===== config.mk =====
export PLATFORM = sky130hd
export DESIGN_NAME = multdiv_issue_ctrl_flat
export DESIGN_NICKNAME = d
export VERILOG_FILES = /design/src/rtl/multdiv_issue_ctrl_pkg.sv /design/src/rtl/multdiv_issue_ctrl_if.sv /design/src/rtl/multdiv_issue_ctrl_dffe.sv /design/src/rtl/multdiv_issue_ctrl_md_watchdog.sv /design/src/rtl/multdiv_issue_ctrl.sv /design/src/flat_wrapper.sv
export SDC_FILE = /design/constraint.sdc
export NUM_CORES = 1
export LEC_CHECK = 0
export CAP_MARGIN = 20
export CORE_ASPECT_RATIO = 1.5
export CORE_UTILIZATION = 37
export DETAILED_ROUTE_END_ITERATION = 16
export PLACE_DENSITY = 0.75
export SYNTH_ARGS = -nofsm -noshare
export SYNTH_HDL_FRONTEND = slang
export SYNTH_HIERARCHICAL = 1
export SYNTH_SLANG_ARGS = --single-unit

===== constraint.sdc =====
create_clock -name clock -period 3.65 [get_ports clock]
set_input_delay 0.73 -clock clock [delete_from_list [all_inputs] [get_ports clock]]
set_output_delay 0.73 -clock clock [all_outputs]
set_load 0.1 [all_outputs]

===== src/rtl/multdiv_issue_ctrl_pkg.sv =====
// multdiv_issue_ctrl_pkg: shared FSM encoding and exception writeback constants
package multdiv_issue_ctrl_pkg;
  typedef enum logic [1:0] {IDLE = 2'd0, START = 2'd1, BUSY = 2'd2, DONE = 2'd3} state_t;
  localparam logic [4:0] RSTATUS_REG = 5'd30;
  localparam logic [31:0] MULT_EXC_CODE = 32'd4;
  localparam logic [31:0] DIV_EXC_CODE = 32'd5;
  function automatic logic [31:0] exc_code(input logic is_mult);
    return is_mult ? MULT_EXC_CODE : DIV_EXC_CODE;
  endfunction
endpackage


===== src/rtl/multdiv_issue_ctrl_if.sv =====
// multdiv_issue_ctrl_if: execute-stage, multdiv and writeback signals of the issue stage
interface multdiv_issue_ctrl_if;
  logic ex_is_mult;
  logic ex_is_div;
  logic [31:0] ex_opA;
  logic [31:0] ex_opB;
  logic [4:0] ex_rd;
  logic ex_flush;
  logic [31:0] data_operandA;
  logic [31:0] data_operandB;
  logic ctrl_MULT;
  logic ctrl_DIV;
  logic [31:0] md_result;
  logic md_exception;
  logic md_resultRDY;
  logic stall;
  logic wb_valid;
  logic [4:0] wb_rd;
  logic [31:0] wb_data;
  logic wb_timeout;
  modport slave (
    input ex_is_mult, ex_is_div, ex_opA, ex_opB, ex_rd, ex_flush,
    input md_result, md_exception, md_resultRDY,
    output data_operandA, data_operandB, ctrl_MULT, ctrl_DIV,
    output stall, wb_valid, wb_rd, wb_data, wb_timeout
  );
  modport master (
    output ex_is_mult, ex_is_div, ex_opA, ex_opB, ex_rd, ex_flush,
    output md_result, md_exception, md_resultRDY,
    input data_operandA, data_operandB, ctrl_MULT, ctrl_DIV,
    input stall, wb_valid, wb_rd, wb_data, wb_timeout
  );
endinterface


===== src/rtl/multdiv_issue_ctrl_dffe.sv =====
// dffe_ref: enabled register with synchronous active-low clear
module dffe_ref #(
  parameter int W = 1
) (
  input  logic         clock,
  input  logic         reset_n,
  input  logic         en,
  input  logic [W-1:0] d,
  output logic [W-1:0] q
);
  always_ff @(posedge clock) q <= !reset_n ? '0 : en ? d : q;
endmodule


===== src/rtl/multdiv_issue_ctrl_md_watchdog.sv =====
// md_watchdog: busy-cycle counter that flags expiry on its last allowed cycle
module md_watchdog #(
  parameter int TIMEOUT_CYCLES = 64
) (
  input  logic clock,
  input  logic reset_n,
  input  logic clr,
  input  logic en,
  output logic expire
);
  localparam int W = $clog2(TIMEOUT_CYCLES);
  logic [W-1:0] cnt_q, cnt_d;
  always_comb begin
    cnt_d = clr ? '0 : en ? cnt_q + 1'b1 : cnt_q;
    expire = en && cnt_q == W'(TIMEOUT_CYCLES - 1);
  end
  always_ff @(posedge clock) cnt_q <= !reset_n ? '0 : cnt_d;
endmodule


===== src/rtl/multdiv_issue_ctrl.sv =====
// multdiv_issue_ctrl: launches one mult/div op, stalls the pipe until its result, then emits one writeback beat
module multdiv_issue_ctrl
  import multdiv_issue_ctrl_pkg::*;
#(
  parameter int TIMEOUT_CYCLES = 64
) (
  input logic clock,
  input logic reset_n,
  multdiv_issue_ctrl_if.slave io
);
  state_t state_q, state_d;
  logic req, launch, kill, capture, timeout, expire;
  logic is_mult_d, is_mult_q, exc_d, exc_q, to_d, to_q;
  logic [31:0] opa_d, opa_q, opb_d, opb_q, res_d, res_q;
  logic [4:0] rd_d, rd_q;
  always_comb begin
    req = io.ex_is_mult | io.ex_is_div;
    launch = state_q == IDLE && req && !io.ex_flush;
    kill = (state_q == START || state_q == BUSY) && io.ex_flush;
    capture = state_q == BUSY && !io.ex_flush && io.md_resultRDY;
    timeout = state_q == BUSY && !io.ex_flush && !io.md_resultRDY && expire;
    opa_d = io.ex_opA;
    opb_d = io.ex_opB;
    rd_d = io.ex_rd;
    is_mult_d = io.ex_is_mult;
    res_d = io.md_result;
    exc_d = io.md_exception;
    to_d = timeout;
  end
  dffe_ref #(.W(32)) u_opa (.clock, .reset_n, .en(launch), .d(opa_d), .q(opa_q));
  dffe_ref #(.W(32)) u_opb (.clock, .reset_n, .en(launch), .d(opb_d), .q(opb_q));
  dffe_ref #(.W(5)) u_rd (.clock, .reset_n, .en(launch), .d(rd_d), .q(rd_q));
  dffe_ref #(.W(1)) u_is_mult (.clock, .reset_n, .en(launch), .d(is_mult_d), .q(is_mult_q));
  dffe_ref #(.W(32)) u_res (.clock, .reset_n, .en(capture | timeout), .d(res_d), .q(res_q));
  dffe_ref #(.W(1)) u_exc (.clock, .reset_n, .en(capture | timeout), .d(exc_d), .q(exc_q));
  dffe_ref #(.W(1)) u_to (.clock, .reset_n, .en(capture | timeout), .d(to_d), .q(to_q));
  md_watchdog #(.TIMEOUT_CYCLES(TIMEOUT_CYCLES)) u_wdog (
    .clock,
    .reset_n,
    .clr(state_q == START),
    .en(state_q == BUSY),
    .expire
  );
  always_ff @(posedge clock) state_q <= !reset_n ? IDLE : state_d;
  always_comb begin
    state_d = state_q;
    case (state_q)
      IDLE: state_d = launch ? START : IDLE;
      START: state_d = kill ? IDLE : BUSY;
      BUSY: state_d = kill ? IDLE : (capture || timeout) ? DONE : BUSY;
      default: state_d = IDLE;
    endcase
  end
  // timeout takes precedence over a captured exception when choosing the rstatus redirect
  always_comb begin
    io.stall = state_q == IDLE ? req : state_q != DONE;
    io.ctrl_MULT = state_q == START && is_mult_q;
    io.ctrl_DIV = state_q == START && !is_mult_q;
    io.wb_valid = state_q == DONE;
    io.wb_timeout = state_q == DONE && to_q;
    io.wb_rd = state_q != DONE ? '0 : (to_q || exc_q) ? RSTATUS_REG : rd_q;
    io.wb_data = state_q != DONE ? '0 : (to_q || exc_q) ? exc_code(is_mult_q) : res_q;
    io.data_operandA = opa_q;
    io.data_operandB = opb_q;
  end
endmodule


===== src/flat_wrapper.sv =====
// flat-port wrapper written by rule: the top's interface ports become plain ports
module multdiv_issue_ctrl_flat import multdiv_issue_ctrl_pkg::*;
#(
  parameter int TIMEOUT_CYCLES = 64
)
  (clock, reset_n, io_ex_is_mult, io_ex_is_div, io_ex_opA, io_ex_opB, io_ex_rd, io_ex_flush, io_md_result, io_md_exception, io_md_resultRDY, io_data_operandA, io_data_operandB, io_ctrl_MULT, io_ctrl_DIV, io_stall, io_wb_valid, io_wb_rd, io_wb_data, io_wb_timeout);
  multdiv_issue_ctrl_if io_i ();
  input logic clock;
  input logic reset_n;
  input wire logic [$bits(io_i.ex_is_mult)-1:0] io_ex_is_mult;
  input wire logic [$bits(io_i.ex_is_div)-1:0] io_ex_is_div;
  input wire logic [$bits(io_i.ex_opA)-1:0] io_ex_opA;
  input wire logic [$bits(io_i.ex_opB)-1:0] io_ex_opB;
  input wire logic [$bits(io_i.ex_rd)-1:0] io_ex_rd;
  input wire logic [$bits(io_i.ex_flush)-1:0] io_ex_flush;
  input wire logic [$bits(io_i.md_result)-1:0] io_md_result;
  input wire logic [$bits(io_i.md_exception)-1:0] io_md_exception;
  input wire logic [$bits(io_i.md_resultRDY)-1:0] io_md_resultRDY;
  output wire logic [$bits(io_i.data_operandA)-1:0] io_data_operandA;
  output wire logic [$bits(io_i.data_operandB)-1:0] io_data_operandB;
  output wire logic [$bits(io_i.ctrl_MULT)-1:0] io_ctrl_MULT;
  output wire logic [$bits(io_i.ctrl_DIV)-1:0] io_ctrl_DIV;
  output wire logic [$bits(io_i.stall)-1:0] io_stall;
  output wire logic [$bits(io_i.wb_valid)-1:0] io_wb_valid;
  output wire logic [$bits(io_i.wb_rd)-1:0] io_wb_rd;
  output wire logic [$bits(io_i.wb_data)-1:0] io_wb_data;
  output wire logic [$bits(io_i.wb_timeout)-1:0] io_wb_timeout;
  assign io_i.ex_is_mult = io_ex_is_mult;
  assign io_i.ex_is_div = io_ex_is_div;
  assign io_i.ex_opA = io_ex_opA;
  assign io_i.ex_opB = io_ex_opB;
  assign io_i.ex_rd = io_ex_rd;
  assign io_i.ex_flush = io_ex_flush;
  assign io_i.md_result = io_md_result;
  assign io_i.md_exception = io_md_exception;
  assign io_i.md_resultRDY = io_md_resultRDY;
  assign io_data_operandA = io_i.data_operandA;
  assign io_data_operandB = io_i.data_operandB;
  assign io_ctrl_MULT = io_i.ctrl_MULT;
  assign io_ctrl_DIV = io_i.ctrl_DIV;
  assign io_stall = io_i.stall;
  assign io_wb_valid = io_i.wb_valid;
  assign io_wb_rd = io_i.wb_rd;
  assign io_wb_data = io_i.wb_data;
  assign io_wb_timeout = io_i.wb_timeout;
  multdiv_issue_ctrl #(.TIMEOUT_CYCLES(TIMEOUT_CYCLES)) u_core (.clock(clock), .reset_n(reset_n), .io(io_i));
endmodule

==> results.yml <==
run_status:
  status: "completed"
timing:
  setup_violations: 0
  final-hold-violation-count: 0
  skew_ns: 0.00870
  slew_violations: 0
  rsz0062_at_grt: "false"
  period_share_pct: 73.3
  max_freq_mhz: 374
  tns_ns: 0
  worst_pin_slew_ns: 1.02
  slew_headroom_pct: 32.0
  period_minus_slack_ns: 2.68
global_routing:
  antenna_found_initial: 0
  grt_pass1_vias: 3695
  grt_usage_pct: 16.7
  grt_max_degree: 64
  grt_pass1_wl_um: 17400
  grt_remaining_overflow: 0
cts:
  post_cts_buffers: 0
  cts_resized: 0
  cts.sinks: 112
  cts-root-buf: "clkbuf_16"
  holdBufCountCts: 0
  insertion_delay_ns: 0.35
  clk_path_buf_depth: 2
  path_clk_slew_ns: 0.08
  htree_levels: 3
  cts_made_buffers: 9
  cts_tree: "built"
logic_synthesis:
  ys_ff_latch: 112
  yosysSeqAreaShare_pct: 46.8
  synth.lib_cells_used.distinct: 27
  syn_inst: 433
  synth_top_cell_by_area: "dfxtp_1"
  yosys_warnings: 6
  synth_area_um2: 4790
  async_flop_share_pct: 0
  ys_top_cells_by_count: "dfxtp_1 (112), mux2i_1 (106), nor2b_1 (105), and2_1 (33), nor2_1 (19)"
  synth_top_area_share_pct: 46.8
  synthTopCellsByArea: "dfxtp_1 (47%), mux2i_1 (22%), nor2b_1 (14%), and2_1 (4.3%), buf_12 (3.8%)"
  avgSynthCellArea_um2: 11.1
  synth_top_flop_cell: "dfxtp_1"
  synth_fp_nets: 546
  synth.most_common_cell: "dfxtp_1"
  synth-edff-count: 0
die:
  io_pins: 214
  die_area_um2: 13400
  core_um2: 12600
  rows: 50
  fp.dieH_um: 141
  dieWidth_um: 94.9
  start_util_pct: 38.1
drt:
  vias: 3601
  vias_per_cell: 4.52
  wirelength_um: 11400
  dr.pass1.iters: 4
  wl_per_cell_um: 14.3
  drt_iter0_drc: 62
  antenna_left: 0
  drc: 0
placed_design:
  port_buffers: 213
  placed_cell_area_um2: 6770
  place_congestion: 0.713
  dpl.hpwl_um: 8460
critical_path:
  rrSetupSlack_ns: 1.34
  endpoint_kind: "output pin"
  crit_type: "reg2out"
  startpoint: "u_core/state_q[1]$_SDFF_PN0_"
  cpMaxStageDelayCell: "dfxtp_1"
  slowest_delay_ns: 0.37
  crit_required_ns: 2.92
  worstPathArrival_ns: 1.95
  cp_max_fo: 31
  r2r_start: "u_core/state_q[0]$_SDFF_PN0_"
  worstPathCellList: "ha_1, inv_2, nor2_8, and2_1, buf_4"
  worst_setup_path_start_kind: "register"
cells_and_area:
  multi_input_area_um2: 2250
  area_growth_pct: 47.3
  layout-drive-gt1-share_pct: 10.8
  nNetsFinal: 748
  nFillCells: 1115
  diodes: 0
  stdcell_area_um2: 7060
  final-seq-area_um2: 2240
pwr:
  p_per_area_nw_per_um2: 442
  leakage_nw: 2.66
  ir_drop_mv: 0.222
min_path:
  min_from: "u_core/u_res/q[17]$_SDFFE_PN0P_"
  min_path_type: "reg2reg"
job:
  maxCapViolCount: 0
-- layout by cell type (no fill, tap or decap), types with 2 or more instances in the layout --
cell             Yosys  layout
inv_8                0       2
clkbuf_16            0       9
and2_1              33      33
dfxtp_1            112     112
mux2i_1            106     106
nor3b_2              0       2
a21oi_1              2       2
nor2_1              19      19
xor2_1               3       3
nand2b_1             2       2
inv_6                0       2
ha_1                 5       5
nand2_1              4       4
inv_1                2       2
buf_4                0      45
nor2b_1            105     105
clkdlybuf4s50_1      0     170
-- worst max-delay path: cells and delay by family, from the launching register on --
kind                       cells  cell delay, ns
DFF                            1            0.37
and+or+nand+nor                2            0.53
adders and majority gates      1            0.26
buffers and inverters          2            0.43
-- final timing paths --
kind	to	depth (start not counted)
max	io_wb_data[29]	5
min	u_core/u_res/q[17]$_SDFFE_PN0P_	2
max reg2reg	u_core/u_res/q[26]$_SDFFE_PN0P_	9
min reg2reg	u_core/u_res/q[17]$_SDFFE_PN0P_	2
-- metal layers --
metal	wire [um]	GRT usage [%]	up-vias
met1	4190	17.0	1651
met4	176	6.14	0
met3	740	3.91	10
met2	6290	32.1	125
met5	0	0	-
li1	-	-	1815
-- power breakdown --
| part | switching (W) | total (W) | internal (W) |
|---|---|---|---|
| clock network | 0.000479 | 0.000978 | 0.000498 |
| logic | 0.000533 | 0.000827 | 0.000294 |
| registers | 0.0000334 | 0.00132 | 0.00128 |
-- logic make-up after synthesis --
logic type               count (synthesis)  share of synthesized area [%]
AO/OA/AOI/OAI                            6                          0.835
XOR/XNOR                                 4                          0.731
adder cells (fa/ha/maj)                  5                           1.30
buffers and inverters                   29                           6.58
flip-flops                             112                           46.8
multiplexers                           106                           22.1
AND/OR/NAND/NOR                        171                           21.7
-- final cells by class --
type	count	share of cell area (%)
clock buffers	10	3.38
clock inverters	6	0.797
inverters	3	0.159
multi-input cells	292	31.9
flip-flops and latches	112	31.8
well taps	156	2.76
repair buffers	217	29.2
-- sequential cells by signal, indices dropped and copies added, names as in the netlist --
name                 flops
u_core/u_is_mult/q       1
u_core/u_rd/q            5
u_core/state_q           2
u_core/u_opb/q          32
u_core/u_to/q            1
u_core/u_res/q          32
u_core/u_exc/q           1
u_core/u_opa/q          32
u_core/u_wdog/cnt_q      6
-- stage by stage --
stage	hold slack, ns	instances	util, %	setup WS (ns)	total power (W)
after floorplan	0.458	433	-	0.145	0.00195
after global placement	0.470	780	53.8	1.20	0.00217
after detailed placement	0.496	780	53.8	1.18	0.00218
after CTS	0.517	796	56.1	0.932	0.00316
after global routing	0.537	796	56.1	0.791	0.00325
final	0.509	796	56.1	0.974	0.00312
Note: power is estimated with default switching activity, not from simulation.
